### config.mk
export PLATFORM = sky130hd
export DESIGN_NAME = id_ex_stage
export DESIGN_NICKNAME = d
export VERILOG_FILES = /design/src/rtl/id_ex_stage.sv
export SDC_FILE = /design/constraint.sdc
export NUM_CORES = 1
export LEC_CHECK = 0
export CELL_PAD_IN_SITES_DETAIL_PLACEMENT = 1
export CELL_PAD_IN_SITES_GLOBAL_PLACEMENT = 2
export CORE_UTILIZATION = 26
export CTS_CLUSTER_DIAMETER = 80
export CTS_CLUSTER_SIZE = 10
export DETAILED_ROUTE_END_ITERATION = 7
export PLACE_DENSITY = 0.94
export SYNTH_ARGS = -nofsm -noshare
export SYNTH_HDL_FRONTEND = slang
export SYNTH_SLANG_ARGS = --single-unit
### constraint.sdc
create_clock -name clk -period 14.4 [get_ports clk]
set_input_delay 1.44 -clock clk [delete_from_list [all_inputs] [get_ports clk]]
set_output_delay 1.44 -clock clk [all_outputs]
set_load 0.03 [all_outputs]
### src/rtl/id_ex_stage.sv
// ID/EX pipeline register with load-use hazard detection, bubble insertion, hold and flush.
// Optional bubble/flush statistics counters are enabled by defining ID_EX_STATS_EN.
module id_ex_stage #(
    parameter int DATA_W = 32,
    parameter int REG_W  = 5
) (
    input  logic              clk,
    input  logic              rst,
    input  logic [1:0]        id_wb,
    input  logic [4:0]        id_m,
    input  logic [4:0]        id_ex,
    input  logic [REG_W-1:0]  id_rs,
    input  logic [REG_W-1:0]  id_rt,
    input  logic [REG_W-1:0]  id_rd,
    input  logic [DATA_W-1:0] id_rdata1,
    input  logic [DATA_W-1:0] id_rdata2,
    input  logic [DATA_W-1:0] id_imm,
    input  logic [DATA_W-1:0] id_pc4,
    input  logic              id_valid,
    input  logic              hold,
    input  logic              flush,
    output logic              load_use_stall,
    output logic [1:0]        ex_wb,
    output logic [4:0]        ex_m,
    output logic [4:0]        ex_ex,
    output logic [REG_W-1:0]  ex_rs,
    output logic [REG_W-1:0]  ex_rt,
    output logic [REG_W-1:0]  ex_rd,
    output logic [DATA_W-1:0] ex_rdata1,
    output logic [DATA_W-1:0] ex_rdata2,
    output logic [DATA_W-1:0] ex_imm,
    output logic [DATA_W-1:0] ex_pc4,
    output logic              ex_valid
`ifdef ID_EX_STATS_EN
    ,
    output logic [15:0]       bubble_count,
    output logic [15:0]       flush_count
`endif
);

    logic rt_nonzero_s;
    logic reg_match_s;

    // Load-use hazard: a load in execute writes a register that decode reads (rt compared unconditionally)
    always_comb begin
        rt_nonzero_s   = 1'b0;
        reg_match_s    = 1'b0;
        load_use_stall = 1'b0;
        rt_nonzero_s   = (ex_rt != {REG_W{1'b0}});
        reg_match_s    = (ex_rt == id_rs) || (ex_rt == id_rt);
        if (ex_valid && ex_m[1] && rt_nonzero_s && id_valid && reg_match_s) begin
            load_use_stall = 1'b1;
        end else begin
            load_use_stall = 1'b0;
        end
    end

    // Pipeline register: flush > hold > bubble > capture; bubble and flush both write all zeros
    always_ff @(posedge clk or posedge rst) begin
        if (rst) begin
            ex_wb     <= 2'b00;
            ex_m      <= 5'b00000;
            ex_ex     <= 5'b00000;
            ex_rs     <= {REG_W{1'b0}};
            ex_rt     <= {REG_W{1'b0}};
            ex_rd     <= {REG_W{1'b0}};
            ex_rdata1 <= {DATA_W{1'b0}};
            ex_rdata2 <= {DATA_W{1'b0}};
            ex_imm    <= {DATA_W{1'b0}};
            ex_pc4    <= {DATA_W{1'b0}};
            ex_valid  <= 1'b0;
        end else if (flush || (!hold && load_use_stall)) begin
            ex_wb     <= 2'b00;
            ex_m      <= 5'b00000;
            ex_ex     <= 5'b00000;
            ex_rs     <= {REG_W{1'b0}};
            ex_rt     <= {REG_W{1'b0}};
            ex_rd     <= {REG_W{1'b0}};
            ex_rdata1 <= {DATA_W{1'b0}};
            ex_rdata2 <= {DATA_W{1'b0}};
            ex_imm    <= {DATA_W{1'b0}};
            ex_pc4    <= {DATA_W{1'b0}};
            ex_valid  <= 1'b0;
        end else if (!hold) begin
            ex_wb     <= id_wb;
            ex_m      <= id_m;
            ex_ex     <= id_ex;
            ex_rs     <= id_rs;
            ex_rt     <= id_rt;
            ex_rd     <= id_rd;
            ex_rdata1 <= id_rdata1;
            ex_rdata2 <= id_rdata2;
            ex_imm    <= id_imm;
            ex_pc4    <= id_pc4;
            ex_valid  <= id_valid;
        end else begin
            ex_valid  <= ex_valid;
        end
    end

`ifdef ID_EX_STATS_EN
    function automatic logic [15:0] sat_inc(input logic [15:0] value);
        if (value == 16'hFFFF) begin
            sat_inc = 16'hFFFF;
        end else begin
            sat_inc = value + 16'd1;
        end
    endfunction

    // Statistics: flush counts even under hold; bubbles count only when actually written
    always_ff @(posedge clk or posedge rst) begin
        if (rst) begin
            bubble_count <= 16'd0;
            flush_count  <= 16'd0;
        end else if (flush) begin
            flush_count  <= sat_inc(flush_count);
        end else if (!hold && load_use_stall) begin
            bubble_count <= sat_inc(bubble_count);
        end else begin
            bubble_count <= bubble_count;
        end
    end
`endif

endmodule
After elaboration in Yosys (flattened, before gate mapping)
Index checks and enable logic that the tools add are counted.
W data, S select, Z words.
{"block": "word_totals", "memories": 0, "ram_bits": 0, "inputBits": 160, "mem_bits_ro": 0, "elab_cells": 46, "ff_bits": 156, "latch_bits": 0}
{"block": "classes", "addsub": 0, "n_mul": 0, "eq_ne": 3, "shifts": 0, "order_cmp": 0, "mux": 23, "n_reduce_logical": 9, "n_bitwise": 0, "n_div": 0}
{"operator": "$mux W32", "count": 8}
{"operator": "$mux W5", "count": 10}
{"operator": "$eq A5 B5 Y1", "count": 2}
{"operator": "$logic_and A1 B1 Y1", "count": 5}
{"operator": "$reduce_bool A5 Y1", "count": 1}
{"operator": "$mux W2", "count": 2}
{"operator": "$mux W1", "count": 3}
{"operator": "$logic_or A1 B1 Y1", "count": 2}
{"operator": "$ne A2 B1 Y1 const B", "count": 1}
{"operator": "$logic_not A1 Y1", "count": 1}

Logic depth before layout (Yosys ltp)
Gate-level depths: netlist (run 1).
{"block": "logic_depth", "ltp_word": 8, "ltp_mapped": 7}

Least setup slack after synthesis (run 1)
No wires, ideal clock.
{"block": "synth_timing", "path_type": "input to output", "startpoint": "input id_rt[4]", "endpoint": "output load_use_stall", "arrival_time_ps": 2848, "path_stages": 6, "path_slack_ps": 10112, "path_cell_list": "xnor2_1 nand3_1 o22ai_1 buf_2 clkbuf_1 nor2b_1"}
{"block": "synth_between", "elab_chain_cells": 4}
{"element": "from (decl)", "line": "13", "text": "input logic [REG_W-1:0] id_rt,"}
{"element": "$eq A5 B5 Y1", "line": "50", "text": "reg_match_s = (ex_rt == id_rs) || (ex_rt == id_rt);"}
{"element": "$logic_or A1 B1 Y1", "line": "50"}
{"element": "$logic_and A1 B1 Y1", "line": "51", "text": "if (ex_valid && ex_m[1] && rt_nonzero_s && id_valid && reg_match_s) begin"}
{"element": "$mux W1", "line": "51"}
{"element": "to (decl)", "line": "22", "text": "output logic load_use_stall,"}
No other way between the ends.

Worst setup path after layout (run 1)
{"block": "layout_timing", "startpoint": "input id_rt[0]", "endpoint": "output load_use_stall"}
The elaborated chain is that of the path after synthesis.

==> impl_results.md, run 1 <==
* Port bufs at roughly 320
* Fraction of registers with async set/reset at 100%
* Gpl congestion at ~0.73
* Fin util at roughly 40%
* Fraction of layout cells with a size suffix above 1 at between 4 and 5%
* Detailed Route WL at between 20 and 30 mm
* Reg area at slightly below 4000 um^2
* PwrDens at ~120 nW/um^2
* Worst Path Required at ~13000 ps
* Cts bufs inserted at 17
* Final Setup Violations at 0
* Synth top area share at about half
* Post-DP HPWL at roughly 18 mm
* DRC errors left at 0
* Worst path most repeated cell: clkdlybuf4s50_1
* Largest net degree at the start of global routing at 157
* Total number of vias at 7779
* Worst slew margin at 28.9%
* Top_reg_cell synth: dfrtp_1
* Min-delay worst type: flip-flop to flip-flop
* Register area share after synthesis at 51.0%
* CP Capture Type: output pin
* Biggest area consumer among synthesized cells: dfrtp_1
* Syn Area/Cell at 9.04 um^2
* FP Rows at 62
* Synth cell types at 23
* Initial antenna violation count at 1
* Area of the multi-input gates at ~3300 um^2
* Post-CTS Setup Bufs at 0
* Height of the die at between 150 and 200 um
* CTS H-tree lvls at 4
* Maximum vdd drop at 0.0000568 V
* Most common cell after layout, fill and taps aside: clkdlybuf4s50_1
* GRT overflow at 0
* CTS tree: done
* Crit path launch type: input port
* DRT antenna net count at 0
* Nets at between 1000 and 1500
* IO Pins at between 300 and 400
* Routed vias/inst at around 5.2
* Minimum clock period at about 5400 ps
* Post-route clock period utilization at ~37%
* CTS root buf: clkbuf_16
* Die area at about 30000 um^2
* Clock-pin transition on the worst setup and hold timing paths at 60 ps
* CTS resizes at 0
* Core ar. at 28900 um^2
* RSZ-0062 raised after global routing: no
* CP arrival at between 3000 and 4000 ps
* 1st-iter DRT viols at about 460
* Gr usage total at between 10% and 20%
* Synthesis-to-layout area growth at 51.5%
* Crit Path Max Fanout at 75
* Slowest stage cell, crit path: clkdlybuf4s50_1
* Chip width at approximately 170 um
* Vias in the first global route at slightly above 8000
* CP cell instances: clkdlybuf4s50_1 > xnor2_1 > nand3_1 > o22ai_4 > buf_4 > nor2b_1 > clkdlybuf4s50_1
* First drt pass iteration count at 4
* Synth top area cells: dfrtp_1, nand2_1, o221ai_1, a32oi_1, nand3_1
* Cells after DPL at 1458
* Largest stage delay, worst path at slightly below 700 ps
* Outcome: completed
* Hold Vio Cnt, Final at 0
* Clock sink count at about 160
* Fin. max-slew vios at 0
* Yosys reg bits at around 160
* WL/cell at around 19 um
* First-pass GRT wire length at 45.7 mm
* Clk_lat worst skew at between 400 and 500 ps
* Max Cap Viol at 0
* Finished Layout Cells at roughly 1500
* CTS Buffer Depth at 2
* Mapped Nets at between 1000 and 1500
* Synth Warn # at 0
* Design Power at between 1 and 1.5 mW
* Hold buffer count at CTS at 0
* # diodes at 0
* Starting Density at between 20% and 30%
* CP Class: input port to output pin
* Mapped Area at 7650 um^2
* Post-Synthesis Cells at 846
* Slew @ Worst Pin at approximately 1100 ps
* Max frequency at approximately 0.19 GHz
* Most frequent cells in the layout: clkdlybuf4s50_1, nand2_1, dfrtp_1
* Post-synth EDFFs at 0
* Worst Skew at between 7 and 8 ps
* FILL cells at approximately 3300
* LEAKAGE at roughly 4.4 nW
* Final setup TNS at 0 ps
==> metrics by stage <==
| stage | area, um^2 | worst slack (ps) | hold slack (ps) |
|---|---|---|---|
| floorplan | 7650 | 8750 | 672 |
| global placement | 11000 | 8970 | 474 |
| detailed placement | 11000 | 8980 | 486 |
| CTS | 11600 | 8970 | 500 |
| global route | 11600 | 8840 | 530 |
| finish | 11600 | 9010 | 495 |
==> path summary, 6_finish.rpt <==
| path | startpoint | slack, ps | depth (start not counted) | end |
|---|---|---|---|---|
| worst min register to register | ex_pc4[14] | 500 | 2 | ex_pc4[14] |
| worst min-delay path | ex_pc4[14] | 500 | 2 | ex_pc4[14] |
| worst max register to register | ex_rt[2] | 11340 | 6 | ex_rdata1[2] |
| min in group asynchronous | rst | 1560 | 2 | ex_rd[0] |
| worst max-delay path | id_rt[0] | 9010 | 7 | load_use_stall |
| max in group asynchronous | rst | 11410 | 3 | ex_rdata2[15] |
==> sequential cells by signal (all words and copies together) (netlist names) <==
signal,cells
ex_imm,32
ex_pc4,32
ex_rdata1,32
ex_rdata2,32
ex_ex,5
ex_m,5
ex_rd,5
ex_rs,5
ex_rt,5
ex_wb,2
ex_valid,1
==> cell usage after synthesis, types with 2 or more instances <==
cell type	instances
nor2b_1	2
inv_1	12
buf_6	4
xnor2_1	10
o41ai_1	11
nor2_1	7
nand3_1	82
o21ai_1	3
buf_4	11
dfrtp_1	156
a32oi_1	65
a21oi_1	6
clkbuf_1	75
o221ai_1	80
a22oi_1	5
nand2_1	233
o21ai_0	62
buf_2	7
nor3_1	11
==> routing by layer <==
| layer | track usage, % | share of wire (%) |
|---|---|---|
| met5 | 0 | 0.035 |
| met4 | 6.67 | 2.7 |
| met3 | 5.11 | 6.0 |
| met1 | 23.8 | 44 |
| met2 | 31.3 | 48 |
==> power by group <==
group / total [mW] / internal [mW] / switching [mW] / leakage (nW)
clock: 0.485 / 0.294 / 0.192 / 0.288
combinational: 0.364 / 0.152 / 0.212 / 2.12
sequential: 0.512 / 0.483 / 0.0289 / 1.99
==> worst max-delay path: cells and delay by family <==
family,cells,cell delay (ps)
xor gates and xnor gates,1,130
buffers and inverters,3,1780
and+or+nand+nor,2,360
AOI/OAI and AO/OA,1,180
==> kinds of logic (layout without fill, tap and decap cells) <==
logic type	after synthesis	count (layout)	share of synthesized area, %
AO/OA/AOI/OAI	234	234	23.3
buffers and inverters	110	369	6.44
XOR/XNOR	10	10	1.14
AND/OR/NAND/NOR	336	336	18.1
flip-flops	156	156	51.0
==> layout make-up <==
type / count / area share [%]
clock buffers: 20 / 3.85
flip-flops and latches: 156 / 33.7
multi-input cells: 580 / 28.4
clock inverters: 11 / 1.46
well taps: 384 / 4.15
repair buffers: 326 / 28.0
inverters: 12 / 0.432
(Power assumes the default switching activity.)
==> run 2, diff against run 1 <==
--- a/config.mk
+++ b/config.mk
@@ -7,11 +7,11 @@
 export LEC_CHECK = 0
 export CELL_PAD_IN_SITES_DETAIL_PLACEMENT = 1
 export CELL_PAD_IN_SITES_GLOBAL_PLACEMENT = 2
-export CORE_UTILIZATION = 26
+export CORE_UTILIZATION = 24
 export CTS_CLUSTER_DIAMETER = 80
 export CTS_CLUSTER_SIZE = 10
 export DETAILED_ROUTE_END_ITERATION = 7
-export PLACE_DENSITY = 0.94
+export PLACE_DENSITY = 0.88
 export SYNTH_ARGS = -nofsm -noshare
 export SYNTH_HDL_FRONTEND = slang
 export SYNTH_SLANG_ARGS = --single-unit
==> constraint.sdc (replaced) <==
create_clock -name clk -period 5.5 [get_ports clk]
set_input_delay 0.55 -clock clk [delete_from_list [all_inputs] [get_ports clk]]
set_output_delay 0.55 -clock clk [all_outputs]
set_load 0.03 [all_outputs]
==> run 2 against run 1 <==
Compared with the run above: sequential share of layout area hardly changed; clock power increased by 150%; via count fell by 0.63%; die area increased by 8.2%; non-clock buffer count unchanged; total power grew to 2.6 times the previous value; utilization decreased by 3.4 points; clock-buffer cell count grew 2; critical path type is now flip-flop to output pin; critical endpoint unchanged; largest cell class unchanged; highest routed layer is now met4.
==> impl_results.md, run 2 (synthesis results as in run 1) <==
* Outcome: completed
* Met3 wire len at 1.99 mm
* Worst Skew at roughly 13 ps
* Clock-pin transition on the worst setup and hold timing paths at around 70 ps
* LEAKAGE at approximately 4.4 nW
* Largest net degree at the start of global routing at around 180
* CTS H-tree lvls at 4
* Nets at ~1300
* Initial antenna violation count at 1
* Clk_lat worst skew at 430 ps
* Clock sink count at 156
* CTS resizes at 0
* CTS Buffer Depth at 2
* Worst Reg-to-Reg Cells at 5
* WL/cell at about 19 um
* Routed vias/inst at 5.13
* 1st-iter DRT viols at 541
* Crit path launch type: flip-flop
* Cts bufs inserted at 17
* Largest stage delay, worst path at roughly 710 ps
* Starting Density at between 20% and 30%
* Post-CTS Setup Bufs at 0
* RR Endpoint: ex_wb[0]
* Gr usage total at roughly 18%
* Most frequent cells in the layout: clkdlybuf4s50_1, nand2_1, dfrtp_1
* CP Class: flip-flop to output pin
* Top sig layer: met4
* GRT overflow at 0
* CP arrival at between 3000 and 4000 ps
* Max frequency at 0.278 GHz
* RSZ-0062 raised after global routing: no
* Post-DP HPWL at about 18 mm
* WHS Endpoint: ex_pc4[18]
* Die area at roughly 33000 um^2
* Height of the die at ~180 um
* Most common cell after layout, fill and taps aside: clkdlybuf4s50_1
* Synthesis-to-layout area growth at 51.4%
* Minimum clock period at approximately 3600 ps
* Final Setup Violations at 0
* CP Capture Type: output pin
* Worst slew margin at approximately 26%
* Maximum vdd drop at around 0.00019 V
* Detailed Route WL at approximately 29 mm
* Crit Path Max Fanout at 27
* Vias in the first global route at roughly 8000
* Gpl congestion at between 0.7 and 0.8
* Worst reg2reg setup slack at 2500 ps
* Max Cap Viol at 0
* FILL cells at approximately 3600
* DRC errors left at 0
* Post-route clock period utilization at between 60% and 70%
* Slew @ Worst Pin at around 1100 ps
* Port bufs at roughly 320
* Hold Vio Cnt, Final at 0
* CTS tree: done
* Min-delay worst type: flip-flop to flip-flop
* First drt pass iteration count at 4
* Worst Hold Depth at 2
* Slowest stage cell, crit path: clkdlybuf4s50_1
* Worst Path Required at just under 5000 ps
* DRT antenna net count at 0
* First-pass GRT wire length at between 40 and 50 mm
* DR WL met2 at approximately 14 mm
* Hold slack at ~500 ps
* Total number of vias at between 7000 and 8000
* R2r startpoint: ex_rt[3]
* Fraction of layout cells with a size suffix above 1 at roughly 4.3%
* IO Pins at 317
* CP cell instances: or4_1 > o2111ai_4 > nor2b_1 > clkdlybuf4s50_1
* Core ar. at roughly 31000 um^2
* Hold buffer count at CTS at 0
* WL met1 at approximately 12 mm
* Chip width at 181 um
* FP Rows at between 60 and 70
* Worst Hold Launch: ex_pc4[18]
* PwrDens at around 300 nW/um^2
* Final setup TNS at 0 ps
* Fin. max-slew vios at 0
* CTS root buf: clkbuf_16
[run 2: cell types whose count changed in the layout (fill, tap and decap cells not counted), sizes merged]
cell	delta
clkinv	-1
bufinv	-3
clkbuf	+2
clkinvlp	+2
diode	+1
[run 2: cell type report]
type	count	area (um^2)	area share, %
Antenna cell	1	2.50	0.0216
Clock buffer	22	484	4.18
Clock inverter	9	88.8	0.767
Inverter	12	50.0	0.432
Multi-Input combinational cell	580	3290	28.4
Sequential cell	156	3900	33.7
Tap cell	402	503	4.34
Timing Repair Buffer	326	3260	28.1
[run 2: worst max path at each step]
stage,end,slack [ps],startpoint
floorplan,ex_ex[0],740,rst
global placement,ex_rdata1[13],2010,id_rt[2]
detailed placement,ex_rdata1[13],1970,id_rt[2]
CTS,load_use_stall,1850,ex_rt[3]
global route,load_use_stall,1790,ex_rt[4]
finish,load_use_stall,1900,ex_rt[3]
[run 2: through the flow]
stage	power (mW)	instance area, um^2	util, %	instances	setup WS [ps]
2_1_floorplan	1.85	7650	-	846	743
3_3_place_gp	2.30	11000	35.0	1476	2010
3_5_place_dp	2.32	11000	35.0	1476	1970
4_1_cts	3.54	11600	36.8	1507	1850
5_1_grt	3.64	11600	36.8	1508	1790
6_report	3.48	11600	36.8	1508	1900
[run 2: power breakdown]
| group | switching (mW) | total [mW] | leakage (nW) | internal [mW] |
|---|---|---|---|---|
| combinational | 0.553 | 0.953 | 2.13 | 0.400 |
| clock | 0.518 | 1.19 | 0.262 | 0.670 |
| sequential | 0.0750 | 1.34 | 1.99 | 1.27 |
[run 2: routing by layer]
metal  up-vias  GRT usage, %
met5         -             0
li1       3608             -
met1      3859          22.7
met2       233          29.1
met3        30          5.42
met4         0          5.95
[run 2: worst max-delay path, delay by kind of cell (launching register included)]
family | cells | cell delay [ps]
AOI/OAI and AO/OA | 1 | 680
buffers and inverters | 1 | 710
DFF | 1 | 460
and+or+nand+nor | 2 | 770
